$ cat config.mk
export PLATFORM = sky130hd
export DESIGN_NAME = io_port_responder
export DESIGN_NICKNAME = d
export VERILOG_FILES = /design/src/rtl/io_port_responder_pkg.sv /design/src/rtl/io_port_responder_sync_edge_detect.sv /design/src/rtl/io_port_responder.sv
export SDC_FILE = /design/constraint.sdc
export NUM_CORES = 1
export LEC_CHECK = 0
export ABC_AREA = 1
export BUFFER_PORTS_ARGS = -buffer_cell sky130_fd_sc_hd__buf_2
export CAP_MARGIN = 20
export CORE_MARGIN = 3
export CORE_UTILIZATION = 40
export CTS_CLUSTER_DIAMETER = 200
export DETAILED_ROUTE_END_ITERATION = 12
export HOLD_SLACK_MARGIN = 0.08
export SYNTH_ARGS = -nofsm -noshare
export SYNTH_HDL_FRONTEND = slang
export SYNTH_SLANG_ARGS = --single-unit
$ cat constraint.sdc
create_clock -name clk -period 1.9 [get_ports clk]
set_input_delay 0.095 -clock clk [delete_from_list [all_inputs] [get_ports clk]]
set_output_delay 0.095 -clock clk [all_outputs]
set_load 0.01 [all_outputs]
$ cat src/rtl/io_port_responder_pkg.sv
// Shared definitions for the memory-mapped IO port block: default window
// base, register word indices and STATUS bit positions. The processor
// integration imports the same package, so both sides decode the same map.
package io_port_responder_pkg;

    localparam logic [31:0] IO_BASE_DEFAULT = 32'hFFFF_0000;

    typedef enum logic [2:0] {
        REG_PORT_OUT = 3'd0,
        REG_PORT_IN  = 3'd1,
        REG_STATUS   = 3'd2,
        REG_IRQ_EN   = 3'd3,
        REG_COUNT    = 3'd4,
        REG_COMPARE  = 3'd5,
        REG_CTRL     = 3'd6,
        REG_RSVD     = 3'd7
    } reg_idx_e;

    localparam int ST_IN_CHG    = 0;
    localparam int ST_CMP_MATCH = 1;

endpackage

$ cat src/rtl/io_port_responder_sync_edge_detect.sv
// Two-flop synchronizer for an asynchronous input bus with a change flag.
// The flag is raised on the cycle whose edge loads a new value into the
// synchronized register, so a sticky status bit set from it becomes
// visible together with the new synchronized value.
module sync_edge_detect #(
    parameter int WIDTH = 8
) (
    input  logic             clk,
    input  logic             rst_n,
    input  logic [WIDTH-1:0] async_in,
    output logic [WIDTH-1:0] sync_out,
    output logic             changed
);

    logic [WIDTH-1:0] meta_q, meta_d;
    logic [WIDTH-1:0] sync_q, sync_d;

    // Next-state for the two synchronizer stages.
    always_comb begin
        meta_d = async_in;
        sync_d = meta_q;
    end

    // Synchronizer flops; both clear so a held-low input never looks like a change.
    always_ff @(posedge clk or negedge rst_n) begin
        if (!rst_n) begin
            meta_q <= '0;
            sync_q <= '0;
        end else begin
            meta_q <= meta_d;
            sync_q <= sync_d;
        end
    end

    assign sync_out = sync_q;
    assign changed  = (sync_d != sync_q);

endmodule

$ cat src/rtl/io_port_responder.sv
// Memory-mapped IO responder: an 8-word register window at IO_BASE with an
// output port, a synchronized input port, a free-running compare counter
// and sticky W1C status flags that drive a level interrupt.
module io_port_responder
    import io_port_responder_pkg::*;
#(
    parameter logic [31:0] IO_BASE  = IO_BASE_DEFAULT,
    parameter int          IN_WIDTH = 8
) (
    input  logic                clk,
    input  logic                reset,
    input  logic [31:0]         Address,
    input  logic [31:0]         WriteData,
    input  logic                MemWrite,
    input  logic                MemRead,
    input  logic [IN_WIDTH-1:0] PortIn,
    output logic [31:0]         ReadData,
    output logic                Hit,
    output logic [31:0]         PortOut,
    output logic                Irq
);

    logic [31:0]         port_out_q, port_out_d;
    logic [1:0]          status_q, status_d;
    logic [1:0]          irq_en_q, irq_en_d;
    logic [31:0]         count_q, count_d;
    logic [31:0]         compare_q, compare_d;
    logic                ctrl_q, ctrl_d;

    logic [IN_WIDTH-1:0] port_in_sync;
    logic                in_chg;
    reg_idx_e            idx;
    logic                wr_en;
    logic [1:0]          st_set, st_clr;
    logic [31:0]         rd_val;
    logic                unused_addr_bits;

    sync_edge_detect #(.WIDTH(IN_WIDTH)) u_sync (
        .clk      (clk),
        .rst_n    (reset),
        .async_in (PortIn),
        .sync_out (port_in_sync),
        .changed  (in_chg)
    );

    // Byte offset within a word carries no meaning for word registers.
    assign unused_addr_bits = ^Address[1:0];

    assign Hit   = (Address[31:5] == IO_BASE[31:5]);
    assign idx   = reg_idx_e'(Address[4:2]);
    assign wr_en = MemWrite && Hit;
    assign Irq   = |(status_q & irq_en_q);

    // Register next-state: counter advance, status set/clear, and bus writes.
    always_comb begin
        port_out_d = port_out_q;
        irq_en_d   = irq_en_q;
        compare_d  = compare_q;
        ctrl_d     = ctrl_q;
        count_d    = ctrl_q ? count_q + 32'd1 : count_q;
        st_clr     = 2'b00;
        st_set     = 2'b00;
        st_set[ST_IN_CHG]    = in_chg;
        // Match uses the pre-edge count, so a same-cycle COUNT write cannot hide it.
        st_set[ST_CMP_MATCH] = ctrl_q && (count_q == compare_q);
        if (wr_en) begin
            case (idx)
                REG_PORT_OUT: port_out_d = WriteData;
                REG_STATUS:   st_clr     = WriteData[1:0];
                REG_IRQ_EN:   irq_en_d   = WriteData[1:0];
                REG_COUNT:    count_d    = WriteData;
                REG_COMPARE:  compare_d  = WriteData;
                REG_CTRL:     ctrl_d     = WriteData[0];
                default:      ;
            endcase
        end
        // A set event on the same edge as a W1C keeps the flag.
        status_d = (status_q & ~st_clr) | st_set;
    end

    // Architectural state, cleared immediately by reset.
    always_ff @(posedge clk or negedge reset) begin
        if (!reset) begin
            port_out_q <= '0;
            status_q   <= '0;
            irq_en_q   <= '0;
            count_q    <= '0;
            compare_q  <= '0;
            ctrl_q     <= 1'b0;
        end else begin
            port_out_q <= port_out_d;
            status_q   <= status_d;
            irq_en_q   <= irq_en_d;
            count_q    <= count_d;
            compare_q  <= compare_d;
            ctrl_q     <= ctrl_d;
        end
    end

    // Side-effect-free read mux; unused upper bits read as zero.
    always_comb begin
        rd_val = '0;
        case (idx)
            REG_PORT_OUT: rd_val = port_out_q;
            REG_PORT_IN:  rd_val = 32'(port_in_sync);
            REG_STATUS:   rd_val = {30'b0, status_q};
            REG_IRQ_EN:   rd_val = {30'b0, irq_en_q};
            REG_COUNT:    rd_val = count_q;
            REG_COMPARE:  rd_val = compare_q;
            REG_CTRL:     rd_val = {31'b0, ctrl_q};
            default:      rd_val = '0;
        endcase
        ReadData = (MemRead && Hit) ? rd_val : 32'h0;
    end

    assign PortOut = port_out_q;

endmodule

==> reports/metrics.yaml, run 1 <==
logic_synthesis:
  synth_edf_count: 0
  synth_seq_area_share_pct: 44.28
  syn_inst: 894
  synth_area_leaders: "dfrtp_1 (44%), nand2_1 (13%), inv_1 (6.8%), o21ai_1 (6.0%), nor2_1 (5.9%)"
  async_reset_ff_share_pct: 100.0
  synth_warnings: 0
  synth.most_common_cell: "nand2_1"
  synth-main-ff-cell: "dfrtp_1"
  synth_nets: 971
  synth_top_area_share_pct: 44.28
  syn_area_um2: 6613
  postSynthAreaPerCell_um2: 7.397
  synth.distinct_cells: 35
  synth_common_cells: "nand2_1 (224), inv_1 (120), dfrtp_1 (117), nor2_1 (104), o21ai_1 (79)"
  yosys.area.top_type: "dfrtp_1"
  synth_seq_cells: 117
setup_path:
  critPathSlowestCell: "inv_2"
  cp_top_family: "buffers and inverters"
  crit_buf_inv: 4
  critical_path.max_fanout: 19
  required_ps: 1800
  startpoint: "Address[3]"
  crit_chain: "buf_2 > nor2_1 > nand2_1 > inv_2 > buf_4 > a21oi_1 > a21oi_1 > buf_2"
  cp.arrival_ps: 1650
  path_class: "in2out"
  end_kind: "primary output"
  r2r-start: "count_q[0]"
  cp-start-kind: "input port"
  slowest_delay_ps: 380
timing:
  hold_viol: 0
  setup_violations: 0
  slew_headroom_pct: 60.13
  timing.final.crit_period_ps: 1744
  fmax_ghz: 0.5734
  skew_ps: 9.439
  tns_ps: 0
  rsz0062_at_grt: "no"
  post-route-period-util_pct: 91.78
  finalMaxSlewViolations: 0
  worst_pin_slew_ps: 592.7
final_layout:
  areaGrowthSynthToFinish_pct: 30.77
  fin_nets: 1159
  multi_input_area_um2: 3008
  fill_cells: 1585
  layout.area.seq_um2: 2928
  drive_above_1_share_pct: 19.65
  antennaDiodeCount: 0
floorplan:
  die_w_um: 134.6
  dieArea_um2: 18110
  row_count: 46
  die_y_um: 134.6
  start_util_pct: 41.18
  fp.coreArea_um2: 16060
  pin_count: 142
worst_hold_path:
  hold_start: "MemWrite"
  min_path_type: "in2reg"
power:
  power_mw: 6.464
  power_density_nw_per_um2: 747.6
  power.leakage_nw: 4.310
  vdd_drop_max_mv: 0.6362
global_routing:
  groute.usage.overall_pct: 22.11
  grt_pass1_wl_um: 31840
  overflow: 0
  grt_pass1_vias: 6377
  grt_max_degree: 65
  antenna_found_initial: 0
clock_network:
  cts-root-buf: "clkbuf_16"
  postCtsSetupBuffers: 0
  cts_buffer_depth: 2
  cts_made_buffers: 17
  cts.clk_slew.worst_paths_ps: 60
  clk_latency_ps: 420
  clock-sinks: 117
  cts_tree: "built"
  htreeDepth: 4
drt:
  drcViolationCount: 0
  drtIter0Drc: 354
  routed_wl_um: 19510
  drtAntennaViolNets: 0
  num_vias: 6479
  first_pass_iters: 6
  post_drt_wl_per_cell_um: 14.89
  vias_per_cell: 4.946
status:
  status: "completed"
placed_design:
  gp_congestion: 0.8457
  portBuffers: 139
  hpwlAfterDp_um: 13960
job:
  max_cap_viol_count: 0
repair_timing:
action | 4_1_cts | 5_1_grt
setup endpoints to repair | 0 | 3
hold buffers | 41 | 0
endpoints found under the hold margin | 226 | 0
gates resized for setup | 0 | 2
per-stage QoR:
stage / worst slack [ps] / util, % / std cells / instance area, µm² / hold WS [ps]
floorplan: 445.0 / - / 894 / 6613 / -200.6
global placement: 204.4 / 47.16 / 1238 / 7572 / 98.70
detailed placement: 180.6 / 47.16 / 1238 / 7572 / 101.4
CTS: 167.8 / 53.80 / 1310 / 8640 / 88.93
global route: 7.247 / 53.85 / 1310 / 8647 / 129.0
finish: 156.1 / 53.85 / 1310 / 8647 / 106.5
placed cells by master (no fill, tap or decap), types with 5 or more instances in the layout:
cell,Yosys,layout
inv_2,6,6
dlygate4sd3_1,0,41
a21oi_1,28,28
buf_4,1,20
o21ai_0,24,24
buf_2,19,138
nor2_2,5,5
nand4_1,16,16
xor2_1,13,13
xnor2_1,10,10
nor2_1,104,103
nand3_1,49,49
nand2_1,224,224
dfrtp_1,117,117
a221oi_1,10,10
o22ai_1,25,25
o21ai_1,79,79
inv_1,120,120
bufinv_16,0,5
nor3_1,8,8
clkbuf_16,0,17
layout make-up:
| cell class | count | area share (%) |
|---|---|---|
| multi-input cells | 618 | 34.79 |
| repair buffers | 202 | 15.16 |
| flip-flops and latches | 117 | 33.86 |
| clock inverters | 9 | 1.997 |
| inverters | 126 | 5.470 |
| clock buffers | 22 | 5.600 |
| well taps | 216 | 3.125 |
final timing paths:
check / to / slack (ps) / cells after the start
min: ctrl_q / 110 / 3
min reg2reg: u_sync.sync_out[5] / 390 / 0
max reg2reg: count_q[16] / 200 / 10
max in group asynchronous: count_q[9] / 1120 / 3
max: ReadData[0] / 160 / 8
min in group asynchronous: PortOut[26] / 200 / 2
flip-flops by register name, indices dropped and copies added, names as in the netlist:
register         cells
u_sync.meta_q        8
ctrl_q               1
irq_en_q             2
u_sync.sync_out      8
compare_q           32
PortOut             32
status_q             2
count_q             32
power by group:
part / switching, mW / total (mW) / internal (mW) / leakage (nW)
sequential: 0.0117 / 2.52 / 2.51 / 1.49
clock: 1.13 / 3.58 / 2.45 / 0.322
combinational: 0.203 / 0.365 / 0.162 / 2.49
total: 1.34 / 6.46 / 5.12 / 4.31
cell families (layout without fill, tap and decap cells):
kind of cell             Yosys count  after routing  synth area share, %
AO/OA/AOI/OAI                    173            173                14.47
XOR/XNOR                          23             23                3.046
buffers and inverters            159            359                10.35
AND/OR/NAND/NOR                  421            421                27.66
flip-flops                       117            117                44.28
adder cells (fa/ha/maj)            1              1               0.1892
layer usage:
| metal | GRT usage (%) | up-vias | share of wire [%] |
|---|---|---|---|
| met3 | 4.322 | 19 | 4.7 |
| li1 | - | 3262 | - |
| met1 | 30.58 | 3042 | 48 |
| met5 | 0 | - | 0 |
| met2 | 35.73 | 156 | 47 |
| met4 | 6.052 | 0 | 1.1 |
worst min-delay path, cell delays in order:
cell     delay, ps
buf_2          180
nand3_1        120
o21ai_0         80
No activity file was read; power rests on OpenSTA's default activity.
==> run 2: changes to the inputs <==
- BUFFER_PORTS_ARGS: -buffer_cell sky130_fd_sc_hd__buf_2 -> default
- CORE_UTILIZATION: 40 -> 61
- DONT_BUFFER_PORTS: default -> 1
- PLACE_DENSITY: default -> 0.77
==> run 2 against run 1 <==
Net effect:
- setup slack got worse by 52 ps
- first-iteration DRC count is 110% higher
- routed wire length is 0.67% higher
- clock skew decreased by 2.2 ps
- critical path type unchanged
- count of clock-buffer cells in the layout did not move
- combinational power fell by 34%
- final cell count is 14% lower
- sequential share of layout area grew 2.5 points
- maximum frequency down 2.9%
- the run now ends with hold timing left
- largest cell class unchanged
==> reports/metrics.yaml, run 2 (synthesis results as in run 1) <==
status:
  status: "finished with violations"
  violations: "hold timing"
final_layout:
  final_area_um2: 8065
  final_common_cell: "nand2_1"
  antennaDiodeCount: 0
  areaGrowthSynthToFinish_pct: 21.97
  drive_above_1_share_pct: 10.35
  fin_nets: 1059
  final_cell_mix: "nand2_1 (224), inv_1 (119), dfrtp_1 (116)"
worst_hold_path:
  min_path_type: "in2async"
timing:
  setup_violations: 0
  hold_viol: 117
  post-route-period-util_pct: 94.54
  skew_ps: 7.278
  finalMaxSlewViolations: 0
  slew_headroom_pct: 54.63
  worst_pin_slew_ps: 680.6
  whs_ps: -749.0
  timing.final.crit_period_ps: 1796
  fmax_ghz: 0.5567
floorplan:
  pin_count: 142
  fp.coreArea_um2: 10420
  start_util_pct: 63.48
  die_w_um: 110.1
  dieArea_um2: 12130
  row_count: 37
  die_y_um: 110.1
setup_path:
  crit_chain: "dlygate4sd3_1 > inv_2 > nand2_1 > inv_4 > buf_12 > a221oi_1 > nor2_1 > buf_4"
  worst-path-stages: 8
  required_ps: 1800
  cp_top_family: "buffers and inverters"
  rrSetupSlack_ps: 190
  end_kind: "primary output"
  cp-endpoint: "ReadData[15]"
  path_class: "in2out"
  crit_buf_inv: 5
  critical_path.max_fanout: 17
  startpoint: "Address[4]"
  r2r-end: "count_q[16]"
  slowest_delay_ps: 550
  critPathSlowestCell: "dlygate4sd3_1"
  cp-start-kind: "input port"
  r2r-start: "count_q[0]"
  reg2reg_depth: 10
  cp.arrival_ps: 1700
clock_network:
  cts_tree: "built"
  cts_made_buffers: 17
  clk_latency_ps: 540
  cts-root-buf: "clkbuf_8"
  clock-sinks: 117
  hold_buffers: 55
  cts_buffer_depth: 2
  htreeDepth: 4
  cts.clk_slew.worst_paths_ps: 60
global_routing:
  groute.usage.overall_pct: 33.42
  overflow: 0
  grt_max_degree: 118
  antenna_found_initial: 0
  grt_pass1_vias: 6298
  grt_pass1_wl_um: 31000
drt:
  post_drt_wl_per_cell_um: 17.37
  vias_per_cell: 5.749
  first_pass_iters: 6
  routed_wl_um: 19640
  num_vias: 6502
  drtAntennaViolNets: 0
  drcViolationCount: 0
  drtIter0Drc: 735
power:
  power.leakage_nw: 3.792
  power_density_nw_per_um2: 720.1
  vdd_drop_max_mv: 0.8175
placed_design:
  placed_cell_area_um2: 6937
  hpwlAfterDp_um: 12780
  gp_congestion: 0.9140
  portBuffers: 0
job:
  max_cap_viol_count: 0
-- run 2: final cells by class --
class / count / area, µm²
clock buffers: 22 / 452.9
clock inverters: 10 / 105.1
fillers: 748 / 2351
inverters: 126 / 475.5
multi-input cells: 618 / 3014
flip-flops and latches: 117 / 2929
well taps: 136 / 170.2
repair buffers: 102 / 918.4
-- run 2: metal layers --
metal / global-route usage [%] / up-vias / part of all wire, %
met5: 0 / - / 0
met4: 15.57 / 0 / 3.2
met3: 6.931 / 57 / 10
met2: 53.25 / 384 / 46
met1: 43.86 / 2986 / 40
li1: - / 3075 / -
-- run 2: how the worst min path moves through the flow --
stage | end | slack (ps) | cells past startpoint
global route | compare_q[14] | -770 | 0
CTS | PortOut[19] | -760 | 0
floorplan | PortOut[0] | -200 | 0
detailed placement | PortOut[10] | -200 | 0
finish | count_q[20] | -750 | 0
global placement | PortOut[13] | -200 | 0
-- run 2: power by group --
group | switching (mW) | internal (mW) | leakage (nW)
registers | 0.0125 | 2.51 | 1.49
logic | 0.132 | 0.108 | 2.03
clock network | 1.13 | 1.92 | 0.274
total | 1.27 | 4.54 | 3.79
-- run 2: stage by stage --
step	cells	util, %	total power, mW	setup slack (ps)	TNS, ps
final	1131	77.43	5.808	103.8	0
after CTS	1131	77.24	5.800	35.87	0
after detailed placement	1044	66.59	2.707	169.4	0
after floorplan	894	-	2.671	445.0	0
after global routing	1131	77.43	5.957	-13.58	-13.58
after global placement	1044	66.59	2.702	234.0	0
-- run 2: timing repair --
item	CTS	global route
gates resized for setup	0	8
buffers inserted	0	0
setup endpoints to repair	0	15
endpoints found under the hold margin	226	117
